$ cat src/rtl/vc_fifo.sv
// Purpose : NUM_CHANNELS independent circular FIFOs sharing one storage array ({channel, pointer}).
// Latency : 1 cycle from accepted read request to o_read_packet/o_read_valid; writes visible next cycle.
// Backpres: none on the ports; writes to a full channel and reads from an empty channel are dropped.
//
// Ports:
//   clk, rst                      rising-edge clock, synchronous active-high reset
//   i_write_packet_en/_channel/_packet   write request, target channel, data
//   i_read_packet_en/_channel            read request, source channel
//   o_read_packet, o_read_valid          registered read data, one-cycle valid pulse
//   o_empty_flags/o_full_flags/o_almost_full_flags   per-channel status, bit n = channel n
//   o_count                              per-channel occupancy, channel n at [n*C +: C]
// Optional (define VC_FIFO_ERR_FLAGS_EN):
//   i_err_clear, o_overflow_flags, o_underflow_flags  sticky per-channel error bits
module vc_fifo #(
  parameter int NUM_CHANNELS       = 4,
  parameter int LOG2_NUM_CHANNELS  = 2,
  parameter int FIFO_DEPTH         = 8,
  parameter int LOG2_FIFO_DEPTH    = 3,
  parameter int DATA_LINE_WIDTH    = 64,
  parameter int CONTROL_LINE_WIDTH = 6,
  parameter int ALMOST_FULL_THRESH = 6
) (
  input  logic                                             clk,
  input  logic                                             rst,
  input  logic                                             i_write_packet_en,
  input  logic [LOG2_NUM_CHANNELS-1:0]                     i_write_channel,
  input  logic [DATA_LINE_WIDTH+CONTROL_LINE_WIDTH-1:0]    i_write_packet,
  input  logic                                             i_read_packet_en,
  input  logic [LOG2_NUM_CHANNELS-1:0]                     i_read_channel,
  output logic [DATA_LINE_WIDTH+CONTROL_LINE_WIDTH-1:0]    o_read_packet,
  output logic                                             o_read_valid,
  output logic [NUM_CHANNELS-1:0]                          o_empty_flags,
  output logic [NUM_CHANNELS-1:0]                          o_full_flags,
  output logic [NUM_CHANNELS-1:0]                          o_almost_full_flags,
`ifdef VC_FIFO_ERR_FLAGS_EN
  input  logic                                             i_err_clear,
  output logic [NUM_CHANNELS-1:0]                          o_overflow_flags,
  output logic [NUM_CHANNELS-1:0]                          o_underflow_flags,
`endif
  output logic [NUM_CHANNELS*(LOG2_FIFO_DEPTH+1)-1:0]      o_count
);

  localparam int W      = DATA_LINE_WIDTH + CONTROL_LINE_WIDTH;
  localparam int C      = LOG2_FIFO_DEPTH + 1;
  localparam int MEM_AW = LOG2_NUM_CHANNELS + LOG2_FIFO_DEPTH;

  // Shared storage; never reset, contents are only meaningful between head and tail.
  logic [W-1:0]                 mem [2**MEM_AW];

  logic [LOG2_FIFO_DEPTH-1:0]   head      [NUM_CHANNELS];
  logic [LOG2_FIFO_DEPTH-1:0]   tail      [NUM_CHANNELS];
  logic [C-1:0]                 count     [NUM_CHANNELS];
  logic [C-1:0]                 count_nxt [NUM_CHANNELS];

  logic wr_ch_ok;
  logic rd_ch_ok;
  logic wr_acc;
  logic rd_acc;

  // Channel range check only matters when the index field can encode more
  // channels than exist; otherwise every encoding is a real channel.
  generate
    if (NUM_CHANNELS < (1 << LOG2_NUM_CHANNELS)) begin : g_ch_chk
      assign wr_ch_ok = (int'(i_write_channel) < NUM_CHANNELS);
      assign rd_ch_ok = (int'(i_read_channel) < NUM_CHANNELS);
    end else begin : g_ch_all
      assign wr_ch_ok = 1'b1;
      assign rd_ch_ok = 1'b1;
    end
  endgenerate

  // Acceptance uses start-of-cycle counts: a full channel cannot reuse the
  // slot freed by a same-cycle read, and an empty channel cannot forward a
  // same-cycle write to the read port.
  assign wr_acc = i_write_packet_en && wr_ch_ok &&
                  (count[i_write_channel] < C'(FIFO_DEPTH));
  assign rd_acc = i_read_packet_en && rd_ch_ok &&
                  (count[i_read_channel] != '0);

  // Occupancy update: +1 write only, -1 read only, unchanged for both/neither.
  always_comb begin
    for (int n = 0; n < NUM_CHANNELS; n++) begin
      count_nxt[n] = count[n];
      if (wr_acc && (i_write_channel == LOG2_NUM_CHANNELS'(n)))
        count_nxt[n] = count_nxt[n] + C'(1);
      if (rd_acc && (i_read_channel == LOG2_NUM_CHANNELS'(n)))
        count_nxt[n] = count_nxt[n] - C'(1);
    end
  end

  // Pointers, counts and the registered read port.
  always_ff @(posedge clk) begin
    if (rst) begin
      for (int n = 0; n < NUM_CHANNELS; n++) begin
        head[n]  <= '0;
        tail[n]  <= '0;
        count[n] <= '0;
      end
      o_read_packet <= '0;
      o_read_valid  <= 1'b0;
    end else begin
      for (int n = 0; n < NUM_CHANNELS; n++) begin
        count[n] <= count_nxt[n];
      end
      o_read_valid <= rd_acc;
      if (rd_acc) begin
        o_read_packet          <= mem[{i_read_channel, head[i_read_channel]}];
        // Depth is a power of two, so the pointer wraps naturally.
        head[i_read_channel]   <= head[i_read_channel] + LOG2_FIFO_DEPTH'(1);
      end
      if (wr_acc) begin
        tail[i_write_channel]  <= tail[i_write_channel] + LOG2_FIFO_DEPTH'(1);
      end
    end
  end

  // Storage write; gated by rst so a write pending during reset is dropped.
  always_ff @(posedge clk) begin
    if (!rst && wr_acc) begin
      mem[{i_write_channel, tail[i_write_channel]}] <= i_write_packet;
    end
  end

  // Status flags are pure functions of the registered counts.
  always_comb begin
    o_empty_flags       = '0;
    o_full_flags        = '0;
    o_almost_full_flags = '0;
    o_count             = '0;
    for (int n = 0; n < NUM_CHANNELS; n++) begin
      o_empty_flags[n]       = (count[n] == '0);
      o_full_flags[n]        = (count[n] == C'(FIFO_DEPTH));
      o_almost_full_flags[n] = (count[n] >= C'(ALMOST_FULL_THRESH));
      o_count[n*C +: C]      = count[n];
    end
  end

`ifdef VC_FIFO_ERR_FLAGS_EN
  logic [NUM_CHANNELS-1:0] ovf_set;
  logic [NUM_CHANNELS-1:0] unf_set;

  // Error events are judged on the raw request, before acceptance gating.
  always_comb begin
    ovf_set = '0;
    unf_set = '0;
    if (i_write_packet_en && wr_ch_ok && (count[i_write_channel] == C'(FIFO_DEPTH)))
      ovf_set = NUM_CHANNELS'(1) << i_write_channel;
    if (i_read_packet_en && rd_ch_ok && (count[i_read_channel] == '0))
      unf_set = NUM_CHANNELS'(1) << i_read_channel;
  end

  // Sticky bits; a same-cycle set overrides the clear.
  always_ff @(posedge clk) begin
    if (rst) begin
      o_overflow_flags  <= '0;
      o_underflow_flags <= '0;
    end else begin
      o_overflow_flags  <= ovf_set | (i_err_clear ? '0 : o_overflow_flags);
      o_underflow_flags <= unf_set | (i_err_clear ? '0 : o_underflow_flags);
    end
  end
`endif

endmodule

$ cat config.mk
export PLATFORM = sky130hd
export DESIGN_NAME = vc_fifo
export DESIGN_NICKNAME = d
export VERILOG_FILES = /design/src/rtl/vc_fifo.sv
export SDC_FILE = /design/constraint.sdc
export NUM_CORES = 2
export LEC_CHECK = 0
export CORE_MARGIN = 1.5
export CORE_UTILIZATION = 59
export DETAILED_ROUTE_END_ITERATION = 7
export PLACE_DENSITY = 0.76
export SLEW_MARGIN = 10
export SYNTH_ARGS = -nofsm -noshare
export SYNTH_HDL_FRONTEND = slang
export SYNTH_SLANG_ARGS = --single-unit
$ cat constraint.sdc
create_clock -name clk -period 12.45 [get_ports clk]
set_clock_uncertainty 0.1 [all_clocks]
set_input_delay 3.1125 -clock clk [delete_from_list [all_inputs] [get_ports clk]]
set_output_delay 3.1125 -clock clk [all_outputs]
set_load 0.01 [all_outputs]
==> impl_metrics.csv <==
group,metric,value,unit
job,maxCapViolCount,0,
timing,rsz0062_at_grt,"no",
power,power.leakage,33.6,nW
cts,cts_buffers,221,
synthesis,syn_nets,6008,
timing,slew_violations,0,
worst_setup_path,cp_slowest_stage_delay,1.04,ns
timing,fin_crit,7.83,ns
grt,grt_util_all_layers,30.9,%
cts,post_cts_resized,0,
cts,clk_latency,0.85,ns
floorplan,start_util,59.3,%
grt,antenna_found_initial,12,
cts,clockBufferDepth,3,
worst_setup_path,crit_fanout,48,
power,powerDensity,163,nW/um2
cells_and_area,drive_gt1_share,10.2,%
drt,drtPass1Iterations,7,
synthesis,ys_warn_count,0,
timing,hold_viol,0,
timing,maxSlewHeadroom,9.25,%
timing,whs,0.430,ns
drt,ant_nets,0,
timing,worstMarginPinSlew,1.35,ns
drt,routed_wl,244000,um
worst_setup_path,crit_required,12.81,ns
cts,post-cts-setup-buffers,0,
synthesis,ys_ff_latch,2351,
floorplan,core-area,154000,um2
synthesis,ys_seq_area_share,76.4,%
cts,cts_tree,"yes",
timing,setup-violations-final,0,
synthesis,syn_inst,5909,
cts,cts.hold.buffers_added,0,
min_path,hp-class,"reg2reg",
timing,timing.fmax,0.128,GHz
worst_setup_path,crit_chain,"clkdlybuf4s50_1, mux2_2, a211oi_1, nand2_1, nor2_4, buf_4",
cts,clk_pin_slew,0.06,ns
drt,drcViolationCount,0,
drt,drt_first_iter_violations,7841,
outcome,status,"complete, no violations",
drt,via_count,54816,
cts,h-tree-depth,4,
cells_and_area,syn_to_final_growth,12.2,%
synthesis,syn-mean-instance-area,15.4,um2
timing,layout_worst_path_cycle_share,62.9,%
worst_setup_path,worstSetupStartpointType,"input port",
worst_setup_path,worstPathArrival,8.19,ns
synthesis,async_flop_share,0,%
grt,grt_max_degree,145,
floorplan,die_h,396,um
placement,gp_congestion,0.831,
worst_setup_path,slowest_stage,"nor2_4",
cts,ctsRootBufferMaster,"clkbuf_16",
power,irDropWorstVdd,0.152,mV
drt,routedWlPerCell,29.4,um
grt,grt_pass1_wl,354000,um
grt,grt_pass1_vias,53372,
drt,via_per_inst,6.61,
floorplan,num_rows,144,
cells_and_area,finalNetCount,6151,
floorplan,io_pins,177,
synthesis,synth.distinct_cells,56,
floorplan,dieArea,157000,um2
cts,clock_sinks,2351,
placement,dpl.hpwl,122000,um
placement,portBuffers,176,
worst_setup_path,crit_path_end_kind,"flop",
floorplan,die_w,396,um
timing,totalNegativeSetupSlack,0,ns
grt,gr-total-overflow,0,
synthesis,synth_edf_count,2264,
synthesis,synth.cell_area,91300,um2
synthesis,ys.flop_type,"edfxtp_1",
worst_setup_path,crit_type,"in2reg",
per-stage QoR:
step	power, mW	setup slack, ns	std cells	instance area (um2)	util, %
CTS	16.6	4.74	8292	102000	66.5
floorplan	9.67	4.23	5909	91300	-
global route	17.0	4.45	8293	102000	66.5
detailed placement	10.2	3.87	7873	95300	61.9
global placement	10.2	4.04	7873	95300	61.9
finish	16.6	4.62	8296	102000	66.5
synthesized netlist by cell type (21+ instances only):
cell type,count,area (um2)
a41oi_1,31,272
edfxtp_1,2264,68000
dfxtp_1,87,1740
a32oi_1,27,236
a311oi_1,43,377
nor4_1,79,494
buf_2,119,596
and3_1,49,307
a22oi_1,113,848
o22ai_1,70,438
a211oi_1,48,360
mux2_2,145,1630
ha_1,21,263
nand2_1,930,3490
o21ai_0,283,1420
a31oi_1,116,726
o21bai_1,27,203
mux2i_1,495,4950
a221oi_1,27,236
clkbuf_1,216,811
nor2_1,104,390
a21oi_1,450,2250
critical path: cells and delay by family:
| kind | cells | cell delay, ns |
|---|---|---|
| buffers and inverters | 2 | 1.96 |
| and+or+nand+nor | 2 | 1.80 |
| AOI/OAI and AO/OA | 1 | 0.84 |
| muxes | 1 | 0.42 |
power by group:
part / switching (mW) / total, mW / internal (mW)
logic: 0.870 / 1.27 / 0.401
registers: 0.0580 / 8.81 / 8.75
clock network: 2.88 / 6.56 / 3.68
area by class of cell:
cell class / count / area [um2]
sequential: 2351 / 69700
tap: 2044 / 2560
fill: 10110 / 51500
clock buffer: 303 / 6060
antenna: 4 / 10.0
timing repair buffer: 293 / 2720
inverter: 15 / 85.1
clock inverter: 116 / 1000
multi-input combinational: 3170 / 20200
state kept, by name, summed over array words and instances, names as in the netlist:
signal,cells
o_read_packet,70
head,12
mem,2240
tail,12
count,16
o_read_valid,1
metal layers:
layer | wire length, um | share of wire, % | track usage, % | up-vias
met5 | 85 | 0.035 | 0 | -
met4 | 9420 | 3.9 | 11.6 | 14
met3 | 30500 | 13 | 6.81 | 644
met2 | 114000 | 47 | 48.2 | 3784
met1 | 90100 | 37 | 43.0 | 27347
li1 | - | - | - | 23027
logic make-up after synthesis:
group           Yosys count  share of synthesized area (%)
flops                  2351                           76.4
compound gates         1243                           8.14
simple gates           1236                           5.67
mux                     646                           7.36
buf+inv                 388                           1.90
xor+xnor                 24                          0.230
fa+ha+maj                21                          0.288
final timing paths:
| path | startpoint | endpoint | slack [ns] | depth (start not counted) |
|---|---|---|---|---|
| setup / recovery | i_write_channel[1] | mem[17][32] | 4.62 | 6 |
| hold / removal | o_read_packet[52] | o_read_packet[52] | 0.43 | 2 |
| setup reg to reg | head[0][0] | o_read_packet[41] | 7.54 | 9 |
| hold reg to reg | o_read_packet[52] | o_read_packet[52] | 0.43 | 2 |
layout by cell type (no fill, tap or decap), types with 8 or more instances in the layout:
master / Yosys / layout
clkbuf_8: 0 / 16
a21oi_1: 450 / 450
mux2i_1: 495 / 492
nor2_1: 104 / 71
buf_4: 10 / 111
o22ai_1: 70 / 70
clkdlybuf4s50_1: 0 / 174
clkinvlp_4: 0 / 8
nand2_1: 930 / 926
nor4_1: 79 / 79
clkbuf_1: 216 / 63
dfxtp_1: 87 / 87
ha_1: 21 / 21
inv_1: 13 / 13
mux2_2: 145 / 143
edfxtp_1: 2264 / 2264
clkinv_2: 0 / 33
a22oi_1: 113 / 113
bufinv_16: 0 / 13
a31oi_1: 116 / 116
o21ai_0: 283 / 283
clkinv_1: 0 / 50
clkbuf_16: 0 / 224
and3_1: 49 / 48
xnor2_1: 17 / 17
o21bai_1: 27 / 27
nand2b_1: 12 / 12
nor3_1: 11 / 10
a221oi_1: 27 / 27
a32oi_1: 27 / 27
a311oi_1: 43 / 43
nor2_4: 1 / 33
a41oi_1: 31 / 31
a211oi_1: 48 / 48
Power figures use the tool's default switching activity.
